File: src/rtl/alu_result_sequencer.sv
// ALU result sequencer: enables one function unit, waits for relay
// settle, then latches the result into A or D and updates flags.
module alu_result_sequencer #(
  parameter int WIDTH         = 8,
  parameter int SETTLE_CYCLES = 3
) (
  input  logic             clk,
  input  logic             reset,
  input  logic             start,
  input  logic [2:0]       func_sel,
  input  logic             dest_sel,
  input  logic [WIDTH-1:0] fn_result,
  input  logic             carry_in,
  output logic [6:0]       en_fn,
  output logic [WIDTH-1:0] reg_a,
  output logic [WIDTH-1:0] reg_d,
  output logic             flag_sign,
  output logic             flag_carry,
  output logic             flag_zero,
  output logic             busy,
  output logic             done
);

  typedef enum logic [1:0] {
    IDLE,
    SETTLE,
    LATCH
  } state_t;

  localparam logic [2:0] FN_ADD = 3'd0;
  localparam logic [2:0] FN_INC = 3'd1;
  localparam logic [2:0] FN_CLR = 3'd7;
  localparam logic [3:0] CNT_LOAD = 4'(SETTLE_CYCLES - 1);

  state_t state, state_nx;
  logic [3:0] cnt, cnt_nx;
  logic [2:0] func_q;
  logic dest_q;
  logic accept, capture;
  logic [WIDTH-1:0] res;

  always_comb begin
    state_nx = state;
    cnt_nx   = cnt;
    accept   = 1'b0;
    capture  = 1'b0;
    unique case (state)
      IDLE: begin
        if (start) begin
          accept   = 1'b1;
          cnt_nx   = CNT_LOAD;
          state_nx = SETTLE;
        end
      end
      SETTLE: begin
        if (cnt == 4'd0) state_nx = LATCH;
        else cnt_nx = cnt - 4'd1;
      end
      LATCH: begin
        capture  = 1'b1;
        state_nx = IDLE;
      end
      default: state_nx = IDLE;
    endcase
  end

  // Enables derive from the registered state, so reset drops them at once
  assign busy  = (state != IDLE);
  assign en_fn = (busy && func_q != FN_CLR) ? (7'd1 << func_q) : 7'd0;
  assign res   = (func_q == FN_CLR) ? '0 : fn_result;

  always_ff @(posedge clk or posedge reset) begin
    if (reset) begin
      state      <= IDLE;
      cnt        <= 4'd0;
      func_q     <= 3'd0;
      dest_q     <= 1'b0;
      reg_a      <= '0;
      reg_d      <= '0;
      flag_sign  <= 1'b0;
      flag_carry <= 1'b0;
      flag_zero  <= 1'b0;
      done       <= 1'b0;
    end else begin
      state <= state_nx;
      cnt   <= cnt_nx;
      done  <= capture;
      if (accept) begin
        func_q <= func_sel;
        dest_q <= dest_sel;
      end
      if (capture) begin
        if (dest_q) reg_d <= res;
        else reg_a <= res;
        flag_sign  <= res[WIDTH-1];
        flag_zero  <= (res == '0);
        flag_carry <= (func_q == FN_ADD || func_q == FN_INC) && carry_in;
      end
    end
  end

endmodule

File: config.mk
export PLATFORM = sky130hd
export DESIGN_NAME = alu_result_sequencer
export DESIGN_NICKNAME = d
export VERILOG_FILES = /design/src/rtl/alu_result_sequencer.sv
export SDC_FILE = /design/constraint.sdc
export NUM_CORES = 1
export LEC_CHECK = 0
export ABC_CLOCK_PERIOD_IN_PS = 2600
export CORE_UTILIZATION = 40
export DETAILED_ROUTE_END_ITERATION = 10
export PLACE_DENSITY = 0.71
export SLEW_MARGIN = 10
export SYNTH_ARGS = -nofsm -noshare
export SYNTH_HDL_FRONTEND = slang
export SYNTH_SLANG_ARGS = --single-unit
File: constraint.sdc
create_clock -name clk -period 2.6 [get_ports clk]
set_input_delay 0.26 -clock clk [delete_from_list [all_inputs] [get_ports clk]]
set_output_delay 0.26 -clock clk [all_outputs]
set_load 0.1 [all_outputs]
==> results.toml, run 1 <==
[die]
core_area_sq_um = 3100
dieArea_sq_um = 3570
rows = 20
io-pin-count = 44
fp.dieH_um = 59.7
die_w_um = 59.7
initial_core_util_pct = 43.0

[run_status]
status = "finished clean"

[route]
vias = 1085
drc = 0
drt_first_pass_iters = 6
postRouteAntennaNets = 0
drtIter0Drc = 26
vias_per_cell = 4.87
wl_per_cell_um = 12.3
wl_um = 2730

[sta]
relSlewSlack_pct = 64.8
worstMarginPinSlew_ns = 0.526
fin_crit_sh_pct = 73.1
fin_worst_skew_ns = 0.00411
rsz0062_at_grt = "no"
slew_violations = 0
fmax_mhz = 526
finalSetupTns_ns = 0
hold_viol = 0
fin_crit_ns = 1.90
setup_violations = 0

[logic_synthesis]
synth_area_sq_um = 1330
yosys_warnings = 0
synth_top_area_cell = "dfrtp_1"
netlist_instances = 133
synth_area_per_cell_sq_um = 10.0
ys_ff_latch = 30
seq_area_frac_synth_pct = 56.3
synth_nets = 151
synth_area_leaders = "dfrtp_1 56%, nand2_1 9.0%, o21ai_0 6.8%, mux2_4 4.5%, buf_6 2.5%"
synth_top_cell_area_share_pct = 56.3
ys_types = 24

[setup_path]
cp_slowest_cell = "dfrtp_1"
required_ns = 2.34
cp.arrival_ns = 1.64
end_kind = "output port"
cp_max_fo = 10
critPathKind = "flop to output port"
path_cells = "or2_2, nand2b_1, nor2_1, buf_4"
startpoint_type = "flop"
slowest_delay_ns = 0.49
rr_startpoint = "cnt[0]"
crit_start = "state[1]"
reg2regPathDepth = 4

[clock_tree]
htree_levels = 2
cts_post_setup_buffers_inserted = 0
cts-root-buf = "clkbuf_4"
cts_max_path_buffers = 2
cts_tree = "yes"
clkLatencyLatePin_ns = 0.31
cts_made_buffers = 5
cts_sinks = 30
post_cts_resized = 0
hold_buffers = 0
clk_pin_slew_ns = 0.09

[flow_run]
maxCapViolations = 0

[hold_path]
min-delay-path-class = "input pin to asynchronous set/reset pin"

[global_routing]
grt_pass1_vias = 1025
overflow = 0
grt_usage_pct = 16.6
antenna_found_initial = 0
grt_pass1_wl_um = 4320
grt_max_degree = 31

[final_layout]
n_antenna_cell = 0
final_layout_size_suffix_gt1_share_pct = 25.1
nNetsFinal = 196
layout_commonest_cell = "nand2_1"
area.growth.synth_to_final_pct = 33.6
final_cell_mix = "32 x nand2_1, 30 x dfrtp_1, 29 x buf_4"
fin_util_pct = 57.4
nFillCells = 303

[placed_design]
port_buffers = 43
hpwlAfterDp_um = 2060
gp_congestion = 0.765
worst paths after layout:
path | endpoint | slack, ns
max in group asynchronous | flag_sign | 2.02
min reg2reg | reg_a[1] | 0.49
max | en_fn[4] | 0.70
min in group clk | reg_a[1] | 0.49
min | cnt[0] | 0.31
max reg2reg | cnt[1] | 0.99
state kept, by name (all words and copies together) (netlist names):
signal / cells
cnt: 4
dest_q: 1
done: 1
flag_carry: 1
flag_sign: 1
flag_zero: 1
func_q: 3
reg_a: 8
reg_d: 8
state: 2
cell families (layout without fill, tap and decap cells):
| logic type | count (synthesis) | in the layout | synth area share, % |
|---|---|---|---|
| flops | 30 | 30 | 56.3 |
| simple gates | 60 | 60 | 20.9 |
| fa+ha+maj | 2 | 2 | 1.88 |
| compound gates | 23 | 23 | 9.38 |
| buf+inv | 11 | 57 | 4.78 |
| mux | 7 | 7 | 6.75 |
layout make-up:
class | instances | area, sq um | area share, %
clock buffers | 7 | 55.1 | 3.09
flip-flops and latches | 30 | 751 | 42.1
inverters | 5 | 18.8 | 1.05
repair buffers | 44 | 368 | 20.6
well taps | 44 | 55.1 | 3.09
clock inverters | 1 | 5.00 | 0.281
multi-input cells | 92 | 529 | 29.7
synthesized netlist by cell type:
cell and number:
nand3b_1 1, nor2_1 7, o21ai_0 18, or3b_1 2, buf_6 3, nor3_1 6, mux2i_1 3, o21ai_1 2
nand2_1 32, nor4_1 2, and2b_2 1, dfrtp_1 30, a31oi_1 1, ha_1 2, o311a_1 1, inv_1 5
nand2b_1 3, a22o_1 1, clkbuf_1 3, or3b_2 1, or2b_1 1, mux2_4 4, or2_2 1, nand3_1 3
metrics by stage:
step	worst slack (ns)	hold WS (ns)	cells	area, sq um
2_1_floorplan	-0.0450	0.351	133	1340
3_3_place_gp	0.917	0.466	215	1720
3_5_place_dp	0.896	0.474	215	1720
4_1_cts	0.689	0.314	223	1780
5_1_grt	0.591	0.368	223	1780
6_report	0.700	0.305	223	1780
metal layers:
metal / global-route usage [%] / vias up / routed length (um)
li1: - / 539 / -
met1: 19.1 / 501 / 1150
met2: 29.0 / 39 / 1350
met3: 4.33 / 6 / 195
met4: 6.98 / 0 / 42
met5: 0 / - / 0
worst max-delay path, delay by kind of cell (launching register included):
family        cells  cell delay, ns
flops             1            0.49
buf+inv           1            0.23
simple gates      3            0.61
Power of run 1 is left out: the tool's default activity adds up to more than one toggle a clock period on the data nets, which glitch-free logic cannot reach.
==> run 2, diff against run 1 <==
Settings changed: ABC_CLOCK_PERIOD_IN_PS 2600 to 1600, PLACE_DENSITY 0.71 to 0.74.
Clock period 2.6 ns to 1.6 ns, I/O delays scaled along.
==> results.toml, run 2 (same netlist as run 1, synthesis figures left out) <==
[run_status]
status = "finished clean"

[final_layout]
nFillCells = 224
final_cells = 229
final_cell_mix = "31 x nand2_1, 28 x buf_12, 25 x dfrtp_1"
layout_commonest_cell = "nand2_1"
final_layout_size_suffix_gt1_share_pct = 35.1
n_antenna_cell = 0
reg_top3 = "reg_a (8), reg_d (8), cnt (4)"
nNetsFinal = 202
final_area_sq_um = 2260
area.growth.synth_to_final_pct = 69.3

[placed_design]
port_buffers = 43
gp_congestion = 0.717
placed_area_sq_um = 2160
dp.cells = 218
hpwlAfterDp_um = 2450

[route]
vias = 1147
drc = 0
route.met3.wl_um = 143
m1WireLength_um = 1330
drtIter0Drc = 30
wl_per_cell_um = 14.2
dr.max_layer_used = "met4"
drt_first_pass_iters = 4
postRouteAntennaNets = 0
vias_per_cell = 5.01
wl_um = 3260
dr_wl_met2_um = 1720

[die]
initial_core_util_pct = 43.0
die_w_um = 59.7
rows = 20
core_area_sq_um = 3100
dieArea_sq_um = 3570
io-pin-count = 44
fp.dieH_um = 59.7

[sta]
rsz0062_at_grt = "yes"
setup_violations = 0
slew_violations = 0
fin_worst_skew_ns = 0.00661
fin_crit_sh_pct = 97.9
hold_viol = 0
fmax_mhz = 638
fin_crit_ns = 1.57
worstMarginPinSlew_ns = 0.493
relSlewSlack_pct = 67.1

[clock_tree]
cts_max_path_buffers = 2
clkLatencyLatePin_ns = 0.33
cts-root-buf = "clkbuf_4"
htree_levels = 2
clk_pin_slew_ns = 0.10
cts_made_buffers = 5
cts_sinks = 30
hold_buffers = 0
cts_tree = "yes"

[global_routing]
grt_usage_pct = 20.7
antenna_found_initial = 0
grt_max_degree = 31
overflow = 0
grt_pass1_wl_um = 5180
grt_pass1_vias = 1140

[setup_path]
cp_max_fo = 4
startpoint_type = "flop"
end_kind = "output port"
cp.arrival_ns = 1.41
critPathKind = "flop to output port"
required_ns = 1.44

[flow_run]
maxCapViolations = 0

[hold_path]
min-delay-path-class = "input pin to asynchronous set/reset pin"
-- run 2: cell types whose count changed in the layout (fill, tap and decap cells not counted), moves of 3 or more --
cell      change
dfrtp_1       -5
nor2_4        +5
nor2_1        -5
buf_4        -22
buf_12       +28
nand2b_1      -3
dfrtp_2       +5
-- run 2: final cells by class --
class / count / area (sq um) / share of cell area (%)
tap: 44 / 55.1 / 2.44
clock buffer: 7 / 55.1 / 2.44
inverter: 5 / 18.8 / 0.831
clock inverter: 1 / 5.00 / 0.222
multi-input combinational: 92 / 604 / 26.8
timing repair buffer: 50 / 763 / 33.8
sequential: 30 / 757 / 33.5
-- run 2: metrics by stage --
step	hold WS [ns]	utilization (%)	setup TNS (ns)	worst slack [ns]
after global placement	0.493	69.7	0	0.0158
after detailed placement	0.515	69.7	-0.0798	-0.0250
after global routing	0.245	72.8	-0.0321	-0.0138
final	0.203	72.8	0	0.0335
after CTS	0.212	72.6	0	0.00267
after floorplan	0.251	-	-0.597	-0.308
-- run 2: final timing paths --
path / from / to / slack [ns] / cells past startpoint
setup / recovery: state[0] / en_fn[0] / 0.03 / 4
setup reg to reg: state[1] / dest_q / 0.04 / 3
hold reg to reg: cnt[2] / cnt[2] / 0.55 / 1
hold / removal: reset / reg_d[5] / 0.20 / 3
min in group clk: fn_result[4] / reg_a[4] / 0.43 / 3
max in group asynchronous: reset / state[0] / 1.10 / 3
-- run 2: worst max-delay path, stage by stage (launching register included) --
cell,delay [ns]
dfrtp_2,0.42
or2_4,0.29
nand2b_4,0.15
nor3_4,0.06
buf_12,0.17
-- run 2: layer usage --
layer	track usage, %	vias to the layer above
met1	23.3	552
met3	5.19	7
met4	11.0	0
met5	0	-
met2	35.9	35
li1	-	553
-- run 2: what timing repair did --
item                       4_1_cts  5_1_grt
setup endpoints to repair       10        6
setup buffers                    3        0
gates resized for setup          5        3
pin swaps                        0        3
Power of run 2 is left out for the same reason.
